<file path="src/rtl/flip_index_serializer.sv">
// flip_index_serializer: takes one flipped-spin mask per transaction and streams the index of
// every set bit, one per cycle, over a valid/ready interface. The number of flips is reported
// once the mask has been fully drained.
//
// Build option: define FLIP_SERIALIZER_MSB_FIRST_EN to emit indices from the highest set bit
// downwards. By default, indices ascend from the LSB. Count, latency and handshake behaviour
// are the same in both builds.
module flip_index_serializer #(
  parameter int unsigned  DATAWIDTH = 256,
  localparam int unsigned IDXW      = $clog2(DATAWIDTH),
  localparam int unsigned CNTW      = $clog2(DATAWIDTH) + 1
) (
  input  logic                 clk_i,
  input  logic                 rst_i,
  input  logic                 en_i,
  input  logic                 mask_valid_i,
  output logic                 mask_ready_o,
  input  logic [DATAWIDTH-1:0] flip_mask_i,
  output logic                 idx_valid_o,
  input  logic                 idx_ready_i,
  output logic [IDXW-1:0]      idx_o,
  output logic                 idx_last_o,
  output logic                 count_valid_o,
  output logic [CNTW-1:0]      flip_count_o,
  output logic                 busy_o
);

  typedef enum logic [1:0] {StIdle, StScan, StDone} state_e;

  state_e               state_q;
  logic [DATAWIDTH-1:0] rem_q;
  logic [CNTW-1:0]      count_q;
  logic                 idx_valid_q;
  logic [IDXW-1:0]      idx_q;
  logic                 idx_last_q;
  logic                 count_valid_q;
  logic [CNTW-1:0]      flip_count_q;

  logic [DATAWIDTH-1:0] rem_clr;
  logic [DATAWIDTH-1:0] sel;
  logic [IDXW-1:0]      pick_idx;
  logic                 pick_last;

  // Select the bit to present next: from the incoming mask when idle, otherwise from the
  // remaining mask with the currently presented bit already removed.
  always_comb begin
    rem_clr   = rem_q & ~(DATAWIDTH'(1) << idx_q);
    sel       = (state_q == StIdle) ? flip_mask_i : rem_clr;
    pick_idx  = '0;
`ifdef FLIP_SERIALIZER_MSB_FIRST_EN
    // Ascending sweep so the highest set bit wins.
    for (int i = 0; i < int'(DATAWIDTH); i++) begin
      if (sel[i]) pick_idx = IDXW'(i);
    end
`else
    // Descending sweep so the lowest set bit wins.
    for (int i = int'(DATAWIDTH) - 1; i >= 0; i--) begin
      if (sel[i]) pick_idx = IDXW'(i);
    end
`endif
    // Exactly one bit set: non-zero and clearing the lowest bit leaves nothing.
    pick_last = (sel != '0) && ((sel & (sel - DATAWIDTH'(1))) == '0);
  end

  // Transaction FSM with registered stream and count outputs.
  always_ff @(posedge clk_i) begin
    if (rst_i || !en_i) begin
      state_q       <= StIdle;
      rem_q         <= '0;
      count_q       <= '0;
      idx_valid_q   <= 1'b0;
      idx_q         <= '0;
      idx_last_q    <= 1'b0;
      count_valid_q <= 1'b0;
      flip_count_q  <= '0;
    end else begin
      unique case (state_q)
        StIdle: begin
          count_valid_q <= 1'b0;
          if (mask_valid_i) begin
            rem_q   <= flip_mask_i;
            count_q <= '0;
            if (flip_mask_i != '0) begin
              state_q     <= StScan;
              idx_valid_q <= 1'b1;
              idx_q       <= pick_idx;
              idx_last_q  <= pick_last;
            end else begin
              // Nothing to emit: report a zero count straight away.
              state_q       <= StDone;
              count_valid_q <= 1'b1;
              flip_count_q  <= '0;
            end
          end
        end
        StScan: begin
          if (idx_ready_i) begin
            rem_q   <= rem_clr;
            count_q <= count_q + CNTW'(1);
            if (idx_last_q) begin
              state_q       <= StDone;
              idx_valid_q   <= 1'b0;
              idx_q         <= '0;
              idx_last_q    <= 1'b0;
              count_valid_q <= 1'b1;
              flip_count_q  <= count_q + CNTW'(1);
            end else begin
              idx_q      <= pick_idx;
              idx_last_q <= pick_last;
            end
          end
        end
        StDone: begin
          state_q       <= StIdle;
          count_valid_q <= 1'b0;
        end
        default: begin
          state_q <= StIdle;
        end
      endcase
    end
  end

  // en_i gates acceptance combinationally so an abort cycle never takes a mask.
  assign mask_ready_o  = en_i && (state_q == StIdle);
  assign idx_valid_o   = idx_valid_q;
  assign idx_o         = idx_q;
  assign idx_last_o    = idx_last_q;
  assign count_valid_o = count_valid_q;
  assign flip_count_o  = flip_count_q;
  assign busy_o        = (state_q != StIdle);

endmodule
</file>
<file path="config.mk">
export PLATFORM = sky130hd
export DESIGN_NAME = flip_index_serializer
export DESIGN_NICKNAME = d
export VERILOG_FILES = /design/src/rtl/flip_index_serializer.sv
export SDC_FILE = /design/constraint.sdc
export NUM_CORES = 2
export LEC_CHECK = 0
export BUFFER_PORTS_ARGS = -buffer_cell sky130_fd_sc_hd__buf_2
export CELL_PAD_IN_SITES_DETAIL_PLACEMENT = 0
export CELL_PAD_IN_SITES_GLOBAL_PLACEMENT = 2
export CORE_MARGIN = 5
export CORE_UTILIZATION = 37
export CTS_BUF_LIST = sky130_fd_sc_hd__clkbuf_4
export CTS_CLUSTER_DIAMETER = 80
export DETAILED_ROUTE_END_ITERATION = 10
export GPL_ROUTABILITY_DRIVEN = 0
export PLACE_DENSITY = 0.95
export SLEW_MARGIN = 20
export SYNTH_ARGS = -nofsm -noshare
export SYNTH_HDL_FRONTEND = slang
export SYNTH_SLANG_ARGS = --single-unit
</file>
<file path="constraint.sdc">
create_clock -name clk_i -period 7.9 [get_ports clk_i]
set_input_delay 0.395 -clock clk_i [delete_from_list [all_inputs] [get_ports clk_i]]
set_output_delay 0.395 -clock clk_i [all_outputs]
set_load 0.02 [all_outputs]
</file>
==> impl_metrics.xml <==
<?xml version="1.0" encoding="UTF-8"?>
<metrics>
  <group name="clock_network">
    <metric name="clock_sinks" unit="">287</metric>
    <metric name="cts_setup_buffers" unit="">0</metric>
    <metric name="clkLatencyLatePin" unit="ps">990</metric>
    <metric name="ctsHtreeMaxLevel" unit="">3</metric>
    <metric name="cts_tree" unit="">yes</metric>
    <metric name="cts.root.buffer_cell" unit="">clkbuf_4</metric>
    <metric name="clock_path_buffers" unit="">3</metric>
    <metric name="tritoncts.num_buffers" unit="">89</metric>
    <metric name="clkSlewWorstSetupHoldPaths" unit="ps">70</metric>
  </group>
  <group name="pwr">
    <metric name="net-switching-power" unit="mW">2.21</metric>
    <metric name="power.clock.fraction" unit="%">30.3</metric>
    <metric name="pwr-share-comb" unit="%">38.6</metric>
    <metric name="pwr_density_cell" unit="nW/um^2">162</metric>
    <metric name="p_seq_share" unit="%">31.2</metric>
    <metric name="power.share.switching" unit="%">42.5</metric>
    <metric name="p_leak" unit="nW">11.6</metric>
    <metric name="irDropWorstVdd" unit="mV">0.116</metric>
    <metric name="intPower" unit="mW">3.00</metric>
  </group>
  <group name="floorplanning">
    <metric name="die_w" unit="um">278</metric>
    <metric name="floorplan.io_pins" unit="">283</metric>
    <metric name="floorplan.rows" unit="">98</metric>
    <metric name="coreArea" unit="um^2">71200</metric>
    <metric name="dieArea" unit="um^2">77000</metric>
    <metric name="fp.dieH" unit="um">278</metric>
    <metric name="initial_core_utilization" unit="%">37.2</metric>
  </group>
  <group name="setup_path">
    <metric name="crit_type" unit="">register to register</metric>
    <metric name="critPathCaptureType" unit="">register</metric>
    <metric name="critical_path_most_common_cell" unit="">nand4_1</metric>
    <metric name="critical-path-max-stage-delay" unit="ps">930</metric>
    <metric name="path_buf_inv" unit="">1</metric>
    <metric name="critPathSlowestCell" unit="">nand4b_1</metric>
    <metric name="timing.critical_path.fanout_max" unit="">19</metric>
    <metric name="critical-path-top-delay-family" unit="">simple AND/OR/NAND/NOR gates</metric>
    <metric name="critPathArrivalTime" unit="ps">7480</metric>
    <metric name="crit_required" unit="ps">8780</metric>
    <metric name="crit_path_cell_trace" unit="">nand4b_1 &gt; buf_4 &gt; o211ai_1 &gt; nand4_1 &gt; nor4_1 &gt; a41oi_1 &gt; a2111oi_0 &gt; nand4_1 &gt; nor4_1 &gt; nand4_1 &gt; or4_1 &gt; nor4_1 &gt; nand4_1 &gt; nand2_1</metric>
    <metric name="start_kind" unit="">register</metric>
  </group>
  <group name="global_routing">
    <metric name="antenna_found_initial" unit="">5</metric>
    <metric name="grt_pass1_vias" unit="">32900</metric>
    <metric name="gr-max-usage-layer" unit="">met2</metric>
    <metric name="grt_util_met2" unit="%">49.7</metric>
    <metric name="grt_max_degree" unit="">179</metric>
    <metric name="grt_use_met3" unit="%">9.95</metric>
    <metric name="gr-total-overflow" unit="">0</metric>
    <metric name="grt_pass1_wl" unit="mm">209</metric>
    <metric name="met1_usage" unit="%">45.8</metric>
    <metric name="global_route.usage.total" unit="%">34.3</metric>
  </group>
  <group name="sta">
    <metric name="fin_crit_sh" unit="%">83.6</metric>
    <metric name="grt_setup_unrepaired" unit="">false</metric>
    <metric name="hold-worst-slack" unit="ps">4.88</metric>
    <metric name="totalNegativeSetupSlack" unit="ps">0</metric>
    <metric name="maxClockFrequency" unit="MHz">151</metric>
    <metric name="finalSetupViolations" unit="">0</metric>
    <metric name="finalHoldViolCount" unit="">0</metric>
    <metric name="max-slew-margin-rel" unit="%">20.1</metric>
    <metric name="slew_viol_final" unit="">0</metric>
    <metric name="clock-skew-final" unit="ps">95.4</metric>
    <metric name="max_slew.worst_pin.slew" unit="ps">1190</metric>
    <metric name="finalWorstPathRequiredPeriod" unit="ps">6600</metric>
  </group>
  <group name="finish">
    <metric name="share_of_cells_above_drive_strength_1" unit="%">13.3</metric>
    <metric name="nets" unit="">4587</metric>
    <metric name="area_growth_syn_to_layout" unit="%">21.2</metric>
    <metric name="final_cell_mix" unit="">nand2_1, a21oi_1, nor2_1</metric>
    <metric name="most_frequent_standard_cell_in_the_layout_excluding_fill_and_tap_cells" unit="">nand2_1</metric>
  </group>
  <group name="detailed_routing">
    <metric name="vias_per_cell" unit="">6.71</metric>
    <metric name="route.detailed.wl_per_inst" unit="um">26.4</metric>
    <metric name="num_vias" unit="">35900</metric>
    <metric name="totalWireLength" unit="mm">141</metric>
    <metric name="detailed_router_s_first_iteration_violation_count" unit="">5684</metric>
    <metric name="detail-route-antenna-nets" unit="">0</metric>
    <metric name="drt_drc_violations_left" unit="">0</metric>
    <metric name="detail_route.first_pass.iterations" unit="">9</metric>
  </group>
  <group name="yosys">
    <metric name="synth.lib_cells_used.distinct" unit="">94</metric>
    <metric name="postSynthRegisterBits" unit="">287</metric>
    <metric name="synth_enable_flop_cells" unit="">0</metric>
    <metric name="synthFlopType" unit="">dfxtp_1</metric>
    <metric name="synth.net_count" unit="">4228</metric>
    <metric name="postSynth.asyncResetShare" unit="%">0</metric>
    <metric name="yosysSeqAreaShare" unit="%">21.7</metric>
    <metric name="syn_area" unit="um^2">26500</metric>
    <metric name="syn-mean-instance-area" unit="um^2">6.68</metric>
    <metric name="yosysWarnings" unit="">0</metric>
    <metric name="synthCells" unit="">3963</metric>
  </group>
  <group name="placed_design">
    <metric name="number_of_input_and_output_port_buffers_inserted" unit="">282</metric>
    <metric name="half_perimeter_wire_length_after_placement" unit="mm">101</metric>
  </group>
  <group name="status">
    <metric name="outcome" unit="">finished, final reports clean</metric>
  </group>
  <group name="hold_path">
    <metric name="min-delay-path-class" unit="">primary input to register</metric>
  </group>
  <group name="run">
    <metric name="timing.max_cap.violations" unit="">0</metric>
  </group>
</metrics>
==> metal layers <==
metal,up-vias,routed length [um]
met5,-,14
met4,2,9830
met3,513,17800
met2,2520,57600
met1,16900,56200
li1,15900,-
==> cell type report <==
class	count	area, um^2
multi-input cells	3304	19400
repair buffers	603	4480
flip-flops and latches	287	5750
well taps	950	1190
inverters	37	154
fillers	7470	39200
clock buffers	131	983
clock inverters	29	145
diodes	8	20.0
==> cells by family (layout without fill, tap and decap cells) <==
group           after synthesis  after routing  share of synthesized area, %
compound gates             1631           1631                          40.9
xor+xnor                      4              4                         0.132
fa+ha+maj                     6              6                         0.265
other cells                   0              8                             0
flops                       287            287                          21.7
simple gates               1658           1658                          31.2
buf+inv                     372            800                          5.59
mux                           5              5                         0.194
==> repair_timing <==
action | in CTS | in global routing
hold endpoints to repair | 251 | 0
hold buffers | 250 | 0
resized for setup | 0 | 0
==> Yosys cell counts, drive strengths merged (25+ instances only) <==
| library cell | instances | share of area, % |
|---|---|---|
| inv | 36 | 0.51 |
| dfxtp | 287 | 22 |
| nand2 | 570 | 8.1 |
| o211ai | 388 | 11 |
| o21ai | 239 | 4.5 |
| buf | 82 | 1.5 |
| nand3 | 62 | 1.2 |
| o2111ai | 25 | 0.83 |
| o22a | 114 | 3.8 |
| nand4 | 177 | 4.4 |
| nor3 | 62 | 1.2 |
| o31ai | 32 | 0.91 |
| o21bai | 138 | 3.9 |
| nor4 | 148 | 4.1 |
| a21oi | 473 | 8.9 |
| clkbuf | 253 | 3.6 |
| and2 | 79 | 1.9 |
| nor2 | 415 | 5.9 |
| a31oi | 41 | 0.97 |
==> power by group through the flow <==
| stage | clock network, mW | logic [mW] | registers [mW] |
|---|---|---|---|
| floorplan | 0 | 1.22 | 1.63 |
| global placement | 0 | 1.82 | 1.65 |
| detailed placement | 0 | 1.82 | 1.65 |
| CTS | 1.59 | 1.92 | 1.62 |
| global route | 1.68 | 2.14 | 1.63 |
| finish | 1.58 | 2.01 | 1.62 |
==> sequential cells by signal (all words and copies together), names as in the netlist <==
register and cells:
idx_valid_o 1, state_q 2, flip_count_o 9, idx_last_o 1
idx_o 8, rem_q 256, count_q 9, count_valid_o 1
==> worst paths after layout <==
kind	to	slack (ps)	startpoint	cells after the start
worst max-delay path	idx_last_o$_SDFFE_PP0P_	1300	idx_o[4]$_SDFFE_PP0P_	14
worst max register to register	idx_last_o$_SDFFE_PP0P_	1300	idx_o[4]$_SDFFE_PP0P_	14
worst min-delay path	rem_q[188]$_SDFFE_PP0P_	5	en_i	3
worst min register to register	flip_count_o[3]$_SDFFE_PP0P_	480	flip_count_o[3]$_SDFFE_PP0P_	2
==> tightest hold or removal path, delay by kind of cell <==
| family | cells | cell delay (ps) |
|---|---|---|
| AND/OR/NAND/NOR | 2 | 430 |
| buffers and inverters | 1 | 120 |
==> stage by stage <==
step	utilization, %	total power [mW]	instance area [um^2]	setup WS (ps)	instances
finish	45.0	5.21	32100	1300	5349
global route	45.0	5.44	32100	1030	5346
CTS	45.0	5.14	32100	1690	5341
detailed placement	39.9	3.47	28400	1750	4931
global placement	39.9	3.47	28400	1800	4931
floorplan	-	2.85	26500	3440	3963
(Power assumes the default switching activity.)
